===== config.mk =====
export PLATFORM = sky130hd
export DESIGN_NAME = writeback_queue
export DESIGN_NICKNAME = d
export VERILOG_FILES = /design/src/rtl/writeback_queue.sv
export SDC_FILE = /design/constraint.sdc
export NUM_CORES = 1
export LEC_CHECK = 0
export CORE_UTILIZATION = 45
export DETAILED_ROUTE_END_ITERATION = 12
export PLACE_DENSITY = 0.75
export SLEW_MARGIN = 10
export SYNTH_ARGS = -nofsm -noshare
export SYNTH_HDL_FRONTEND = slang
export SYNTH_SLANG_ARGS = --single-unit

===== constraint.sdc =====
create_clock -name clk -period 2.85 [get_ports clk]
set_clock_uncertainty 0.1 [all_clocks]
set_input_delay 0.7125 -clock clk [delete_from_list [all_inputs] [get_ports clk]]
set_output_delay 0.7125 -clock clk [all_outputs]
set_load 0.05 [all_outputs]

===== src/rtl/writeback_queue.sv =====
// writeback_queue: in-order FIFO of pending register-file writes.
// Drains one entry per cycle into the register file write port unless
// rf_hold is high. Optional read forwarding from queued entries is
// compiled in when the macro WBQ_BYPASS_EN is defined; without it the
// register-file read data passes straight through.
module writeback_queue #(
    parameter int DEPTH = 4
) (
    input  logic                     clk,
    input  logic                     rst,
    input  logic                     push_valid,
    output logic                     push_ready,
    input  logic [4:0]               push_rd,
    input  logic [31:0]              push_data,
    input  logic                     rf_hold,
    output logic [31:0]              din,
    output logic [4:0]               rd,
    output logic                     writeEnable,
    input  logic [4:0]               rs,
    input  logic [4:0]               rt,
    input  logic [31:0]              rf_regA,
    input  logic [31:0]              rf_regB,
    output logic [31:0]              regA,
    output logic [31:0]              regB,
    output logic [$clog2(DEPTH):0]   level
);

    localparam int AW = $clog2(DEPTH);
    localparam int CW = AW + 1;

    logic [AW-1:0] head;
    logic [AW-1:0] tail;
    logic [CW-1:0] count;

    logic [4:0]    mem_rd   [DEPTH];
    logic [31:0]   mem_data [DEPTH];

    logic          push_fire;
    logic          pop_fire;

    // Full is judged from the count alone, so a pop in the same cycle never frees a slot early.
    assign push_ready  = (count < CW'(DEPTH));
    assign level       = count;
    // Writes to register 0 are accepted but dropped: they would be architecturally invisible.
    assign push_fire   = push_valid && push_ready && (push_rd != 5'd0);
    // The register file captures din on the same edge that retires the head entry.
    assign writeEnable = (count != '0) && !rf_hold;
    assign pop_fire    = writeEnable;
    assign din         = (count != '0) ? mem_data[head] : 32'd0;
    assign rd          = (count != '0) ? mem_rd[head]   : 5'd0;

    // Pointer and occupancy state; reset empties the queue at once.
    always_ff @(posedge clk or negedge rst) begin
        if (!rst) begin
            head  <= '0;
            tail  <= '0;
            count <= '0;
        end else begin
            // NOTE: state registers use non-blocking assignments so every flop samples pre-edge values.
            if (push_fire) tail <= tail + 1'b1;
            if (pop_fire)  head <= head + 1'b1;
            case ({push_fire, pop_fire})
                2'b10:   count <= count + CW'(1);
                2'b01:   count <= count - CW'(1);
                default: count <= count;
            endcase
        end
    end

    // Entry storage written at the tail; validity comes only from head/count.
    // NOTE: the storage array is deliberately left without reset; stale slots are never observed.
    always_ff @(posedge clk) begin
        if (push_fire) begin
            mem_rd[tail]   <= push_rd;
            mem_data[tail] <= push_data;
        end
    end

`ifdef WBQ_BYPASS_EN
    logic [AW-1:0] fwd_idx;

    // Forward from the youngest valid entry: scan oldest to youngest so later matches win.
    always_comb begin
        // NOTE: every output gets a default first so no path leaves it unassigned (no latch).
        regA    = rf_regA;
        regB    = rf_regB;
        fwd_idx = head;
        for (int i = 0; i < DEPTH; i++) begin
            fwd_idx = head + AW'(i);
            if (CW'(i) < count) begin
                if ((rs != 5'd0) && (mem_rd[fwd_idx] == rs)) regA = mem_data[fwd_idx];
                if ((rt != 5'd0) && (mem_rd[fwd_idx] == rt)) regB = mem_data[fwd_idx];
            end
        end
    end
`else
    logic unused_read_idx;

    // Without forwarding the read indices have no consumer; fold them into a named sink.
    assign unused_read_idx = ^{rs, rt};
    assign regA = rf_regA;
    assign regB = rf_regB;
`endif

endmodule


; ---- Word level (Yosys, flattened, before mapping)
; Memories as Yosys holds them, arrays and structs flattened.
; Cells that the tools add are included.
[op_classes]
muxes = 5
n_reduce_logical = 7
magnitude_cmp = 1
addsub = 4
eq_ne = 2
[ops]
columns = cell, count
row1 = $mux 32, 1
row2 = $pmux 3 s2, 1
row3 = $mux 5, 1
row4 = $reduce_bool 5->1, 1
row5 = $add 2x1->2 const B, 2
row6 = $add 3x1->3 const B, 1
row7 = $logic_and 1x1->1, 3
row8 = $lt 3x3->1 const B, 1
row9 = $reduce_bool 3->1, 1
row10 = $sub 3x1->3 const B, 1
row11 = $eq 2x1->1 const B, 1
row12 = $eq 2x2->1 const B, 1
row13 = $mux 1, 2
row14 = $reduce_bool 2->1, 1
row15 = $logic_not 1->1, 1
[totals]
memories = 2
mem_bits_rw = 148
reg_bits = 7
[memory_table]
columns = name, words, word_bits, rd, rd_clocked_by_memory_dff, write_ports, line_no
row1 = mem_data, 4, 32, 1, 0, 1, 36  ; logic [31:0] mem_data [DEPTH];
row2 = mem_rd, 4, 5, 1, 0, 1, 35  ; logic [4:0] mem_rd [DEPTH];

; ---- Depth between registers and ports, before layout
; Gate-level depths: netlist of the first run.
[logic_depth]
word_depth = 5
mapped_depth = 9
mapped_depth_nobuf = 9

; ---- Least setup slack after synthesis of the first run
; OpenSTA, ideal clock, no wires.
[synth_path]
path_type = register to register
startpoint = register count[0], in the netlist level[0]
endpoint = register count[2], in the netlist level[2]
n_path_buf = 1
stages_incl_launch_ff = 10
required_time_ps = 2609
setup_slack_ps = -217
t_arrival_ps = 2826
setup_time_ps = 141
path_cell_list = dfrtp_1 > nor3_1 > clkbuf_1 > nor2_1 > ha_1 > inv_1 > fa_1 > xor2_1 > nor2_1 > xnor2_1
[synth_via]
word_cells_on_any_way = 11
classes_between = add/sub (2) / order compare (1) / eq/ne (2) / mux (1) / reduce/logical (5)
[synth_rtl]
columns = item, line_no
row1 = "start, declared", 33  ; logic [CW-1:0] count;
row2 = "start signal, assigned", 63  ; 2'b10: count <= count + CW'(1);
row3 = "start signal, assigned", 64  ; 2'b01: count <= count - CW'(1);
row4 = "start signal, assigned", 65  ; default: count <= count;
row5 = $reduce_bool 3->1 (*), 47  ; assign writeEnable = (count != '0) && !rf_hold;
row6 = $logic_and 1x1->1 (*), 47
row7 = net writeEnable, 18  ; output logic writeEnable,
row8 = $eq 2x1->1 / $eq 2x2->1 (equally long branches), 62  ; case ({push_fire, pop_fire})
row9 = $pmux 3 s2 / $reduce_bool 2->1 (equally long branches), --
; The timed path passes the listed nets; every way through them passes the cells marked *.
; A chain may end at the register's enable or synchronous reset.

; ---- Final worst setup path of the first run
[layout_path]
startpoint = register head[0]
endpoint = output rd[1]
[layout_via]
elab_chain_len = 2
[layout_rtl]
columns = item, line_no
row1 = "start, declared", 31  ; logic [AW-1:0] head;
row2 = "start signal, assigned", 61  ; if (pop_fire) head <= head + 1'b1;
row3 = $mem_v2 4x5, --
row4 = $mux 5, 50  ; assign rd = (count != '0) ? mem_rd[head] : 5'd0;
row5 = "end, declared", 17  ; output logic [4:0] rd,
; Every way passes these cells.

==> run summary, run 1 <==
Status - finished clean
DRT iter0 DRCs - 140
Fill cell count - 1050
Fin. Hold Viols - 0
Placed wire-length estimate - 8890 um
Total power - 9.39 mW
Clock Tree Root - clkbuf_16
Die height - 122 um
Rows - 43
Slew margin rel. - 65.5%
Syn-to-layout area delta - 19.7%
Post-layout util - 55.6%
GR Util All Layers - 18.6%
Worst Setup Start Kind - register
Ant diodes - 0
Fin cells - 576
Share of cells above drive strength 1 - 34.3%
DRC - 0
Clock Path Buffers - 2
Hold Slack - 0.469 ns
Count of flip-flops with a built-in enable after synthesis - 148
Placed Cells incl. Taps - 544
IO Port Bufs - 82
Vias in the first global route - 3206
Crit path max fanout - 6
Critical Path AT - 1.92 ns
Pwr/cell area - 1210 nW/um^2
Die area - 14900 um^2
RSZ-0062 raised after global routing - no
WL final - 13300 um
Io pins - 221
Die X - 122 um
Placed cell area - 7160 um^2
Fmax achieved - 0.366 GHz
Yosys cell types - 21
Footprint of the multi-input gates - 1310 um^2
Setup crit end kind - output port
Slew @ Worst Pin - 0.516 ns
Max VDD drop - 1.11 mV
Tcrit/Tclk final - 95.8%
Htree depth - 4
Setup slack after layout - 0.121 ns
Clock slew at reported path FFs - 0.06 ns
First-pass GRT wire length - 19600 um
Antenna violations before repair - 0
Tmin final - 2.73 ns
YS warnings - 0
CTS tree - built
Clk_lat worst skew - 0.41 ns
Pin count of the biggest net entering global routing - 40
Post-route setup TNS - 0 ns
Synth Register Bits - 155
Gr ovfl total - 0
Post-place setup slack - -0.209 ns
Sequential cell area - 4620 um^2
Synth Cell Area - 6500 um^2
Cts bufs inserted - 17
Cells after Synth - 336
Setup violators final - 0
Vias per cell - 5.18
Asr flop ratio synth - 4.52%
Sequential fraction of the synthesis area - 71.1%
Wire per inst - 23.1 um
Fin. max-slew vios - 0
Setup CP Type - register to output port
Final #Nets - 505
Post-DRT Antenna Nets - 0
Ys flop type - edfxtp_1
P_leak - 2.68 nW
Syn Area/Cell - 19.3 um^2
Hold crit path type - input pin to asynchronous set/reset pin
Clock sinks - 155
Core outline area - 14000 um^2
RD Place Congestion - 0.729
Worst Path Required - 2.04 ns
Initial cell density of the core - 46.5%
Initial DRT Pass Iterations - 4
Max cap viols - 0
Final instance area - 7780 um^2
Mapped Nets - 457
Routed via count - 2984
[state kept, by name, indices dropped and copies added (netlist names)]
register	flops
mem_data	128
head	2
tail	2
mem_rd	20
level	3
[synth_stat cells, drive strengths merged (2+ instances only)]
cell type,instances,area (um^2)
nor2,2,7.51
xnor2,3,26.3
inv,7,26.3
xor2,3,26.3
edfxtp,148,4440
buf,72,538
clkbuf,4,15.0
and2,4,30.0
ha,5,62.6
dfrtp,7,175
mux4,37,833
nor2b,37,231
[cells in the final DEF, fill, tap and decap left out, drive strengths merged, types with 5 or more instances in the layout]
| master | instances |
|---|---|
| clkdlybuf4s50 | 44 |
| nor2b | 37 |
| ha | 5 |
| mux4 | 37 |
| inv | 7 |
| buf | 61 |
| clkbuf | 19 |
| edfxtp | 148 |
| clkinv | 5 |
| dfrtp | 7 |
[timing repair]
action,CTS,global route
endpoints found under the hold margin,0,0
setup buffers,1,0
gates resized for setup,1,0
setup endpoints to repair,32,0
hold buffers,0,0
[final timing paths]
kind                                from  endpoint  slack, ns  cells after the start
worst max-delay path             head[0]     rd[1]       0.12                      4
worst min register to register  level[0]  level[0]       0.47                      1
max in group asynchronous            rst   head[1]       1.91                      1
min in group clk                level[0]  level[0]       0.47                      1
worst min-delay path                 rst  level[2]       0.47                      1
worst max register to register  level[0]  level[2]       0.81                      9
[worst max-delay path, stage by stage (launching register included)]
cell	delay [ns]
dfrtp_2	0.42
buf_4	0.20
mux4_2	0.51
nor2b_1	0.17
buf_4	0.20
[routing by layer]
layer	part of all wire [%]	routed length (um)	vias up	GRT usage (%)
li1	-	-	1312	-
met1	37	4860	1506	21.8
met2	53	6980	153	31.8
met3	9.9	1320	13	6.88
met4	0.84	111	0	5.87
met5	0	0	-	0
[power by group]
part	total, mW	switching, mW	internal [mW]
Combinational	4.13	2.58	1.55
Sequential	2.98	0.112	2.87
Clock	2.29	0.832	1.46
Total	9.39	3.52	5.87
[cell families (layout without fill, tap and decap cells)]
family / after synthesis / after routing / synth area share [%]
AO/OA/AOI/OAI: 1 / 1 / 0.327
XOR/XNOR: 6 / 6 / 0.808
adder cells (fa/ha/maj): 6 / 6 / 1.27
buffers and inverters: 83 / 143 / 8.91
flip-flops: 155 / 155 / 71.1
multiplexers: 39 / 39 / 13.2
AND/OR/NAND/NOR: 46 / 46 / 4.43
[area by class of cell]
| type | instances | area share (%) |
|---|---|---|
| clock buffer | 19 | 5.56 |
| clock inverter | 12 | 2.24 |
| inverter | 7 | 0.338 |
| multi-input combinational | 98 | 16.8 |
| sequential | 155 | 59.4 |
| tap | 180 | 2.89 |
| timing repair buffer | 105 | 12.7 |
Note: power is estimated with default switching activity, not from simulation.
==> inputs of run 2 (changes only) <==
- RECOVER_POWER: not set -> 50
==> run summary, run 2 (same netlist as run 1, synthesis figures left out) <==
Status - finished clean
Clock Tree Root - clkbuf_16
Fmax achieved - 0.367 GHz (about the same)
Die height - 122 um (unchanged)
First-pass GRT wire length - 19600 um (unchanged)
Pin count of the biggest net entering global routing - 40 (unchanged)
Tcrit/Tclk final - 95.7% (about the same)
Largest register by flop count - mem_data
Max cap viols - 0 (unchanged)
Cts bufs inserted - 17 (unchanged)
Hold buffer count at CTS - 0 (unchanged)
Htree depth - 4 (unchanged)
Post-layout util - 55.5% (-0.12 points)
Vias per cell - 5.14 (-0.84%)
Clk_lat worst skew - 0.41 ns (about the same)
Antenna violations before repair - 1 (+1)
Post-DRT Antenna Nets - 0 (unchanged)
Crit path max fanout - 17 (+11)
Initial DRT Pass Iterations - 5 (+1)
Vias in the first global route - 3206 (unchanged)
Critical Path AT - 1.92 ns (about the same)
WL final - 13200 um (-0.43%)
Placed wire-length estimate - 8890 um (unchanged)
Fill cell count - 1061 (+1.0%)
Setup violators final - 0 (unchanged)
Setup crit end kind - output port
Gr ovfl total - 0 (unchanged)
M1 GR Usage - 21.8% (unchanged)
GR Util All Layers - 18.6% (unchanged)
Met3 GRT Util - 6.88% (unchanged)
Io pins - 221 (unchanged)
Total power - 9.37 mW (-0.19%)
DRT iter0 DRCs - 154 (+10%)
Setup CP Type - register to output port
Share of cells above drive strength 1 - 33.1% (-1.3 points)
Sequential cell area - 4620 um^2 (unchanged)
Clock Path Buffers - 2 (unchanged)
Slew margin rel. - 65.5% (about the same)
RD Place Congestion - 0.729 (unchanged)
Slew @ Worst Pin - 0.516 ns (-0.000122 ns)
Met2 usage - 31.8% (unchanged)
P_leak - 2.68 nW (-0.32%)
Tmin final - 2.73 ns (-0.000788 ns)
Footprint of the multi-input gates - 1310 um^2 (unchanged)
Syn-to-layout area delta - 19.4%
Most frequent cells in the layout - edfxtp_1, buf_4, mux4_2, nor2b_1, dlygate4sd3_1
CTS tree - built
Die area - 14900 um^2 (unchanged)
IO Port Bufs - 82 (unchanged)
Post-route setup TNS - 0 ns (unchanged)
Rows - 43 (unchanged)
Max VDD drop - 1.11 mV (-0.10%)
Routed via count - 2964 (-0.67%)
Worst Setup Start Kind - register
RSZ-0062 raised after global routing - no
Initial cell density of the core - 46.5% (unchanged)
Wire per inst - 22.9 um (-0.60%)
Clock sinks - 155 (unchanged)
Fin. max-slew vios - 0 (unchanged)
Fin. Hold Viols - 0 (unchanged)
Clock slew at reported path FFs - 0.06 ns (about the same)
Gr busiest metal - met2
Die X - 122 um (unchanged)
Worst Path Required - 2.04 ns (about the same)
Final #Nets - 505 (unchanged)
Max reg flops - 128 (unchanged)
Hold crit path type - register to register
Core outline area - 14000 um^2 (unchanged)
DRC - 0 (unchanged)
Commonest non-fill, non-tap cell in the layout - edfxtp_1
Pwr/cell area - 1210 nW/um^2 (about the same)
run 2: changes by cell type in the layout (fill, tap and decap cells not counted):
cell and change:
clkdlybuf4s50_1 -36, buf_4 -5, clkbuf_1 +5, diode_2 +1
dlygate4sd3_1 +36
run 2: worst paths after layout:
check	start	to	slack, ns	cells after the start
worst max-delay path	head[0]	din[18]	0.12	4
worst min-delay path	level[0]	level[0]	0.48	1
worst max register to register	level[0]	level[2]	0.81	9
worst min register to register	level[0]	level[0]	0.48	1
max in group asynchronous	rst	head[1]	1.84	1
min in group asynchronous	rst	level[2]	0.54	1
run 2: metal layers:
| layer | part of all wire, % | vias up |
|---|---|---|
| met2 | 53 | 147 |
| met5 | 0 | - |
| met4 | 0.69 | 0 |
| li1 | - | 1313 |
| met3 | 10 | 12 |
| met1 | 36 | 1492 |
run 2: what timing repair did:
action	in CTS	in global routing
buffers inserted	1	0
endpoints found under the hold margin	0	0
gates resized for setup	1	0
endpoints found under the setup margin	32	0
run 2: area by class of cell:
type,instances,share of cell area [%]
antenna,1,0.0322
multi-input combinational,98,16.9
clock inverter,12,2.24
inverter,7,0.338
tap,180,2.90
sequential,155,59.5
timing repair buffer,105,12.5
clock buffer,19,5.58
run 2: through the flow:
step / hold slack, ns / area (um^2) / cells / worst slack [ns]
floorplan: 0.317 / 6500 / 336 / 0.0727
global placement: 0.442 / 7160 / 544 / -0.164
detailed placement: 0.454 / 7160 / 544 / -0.209
CTS: 0.465 / 7780 / 576 / 0.0820
global route: 0.495 / 7760 / 577 / 0.0288
finish: 0.478 / 7760 / 577 / 0.122
run 2: report_power, final:
| group | leakage, nW | switching (mW) | internal, mW |
|---|---|---|---|
| sequential | 1.42 | 0.113 | 2.87 |
| clock | 0.286 | 0.831 | 1.46 |
| combinational | 0.966 | 2.57 | 1.54 |
run 2: critical path: stages (launching register included):
cell,delay [ns]
dfrtp_2,0.42
buf_12,0.21
mux4_2,0.53
nor2b_1,0.15
buf_4,0.19
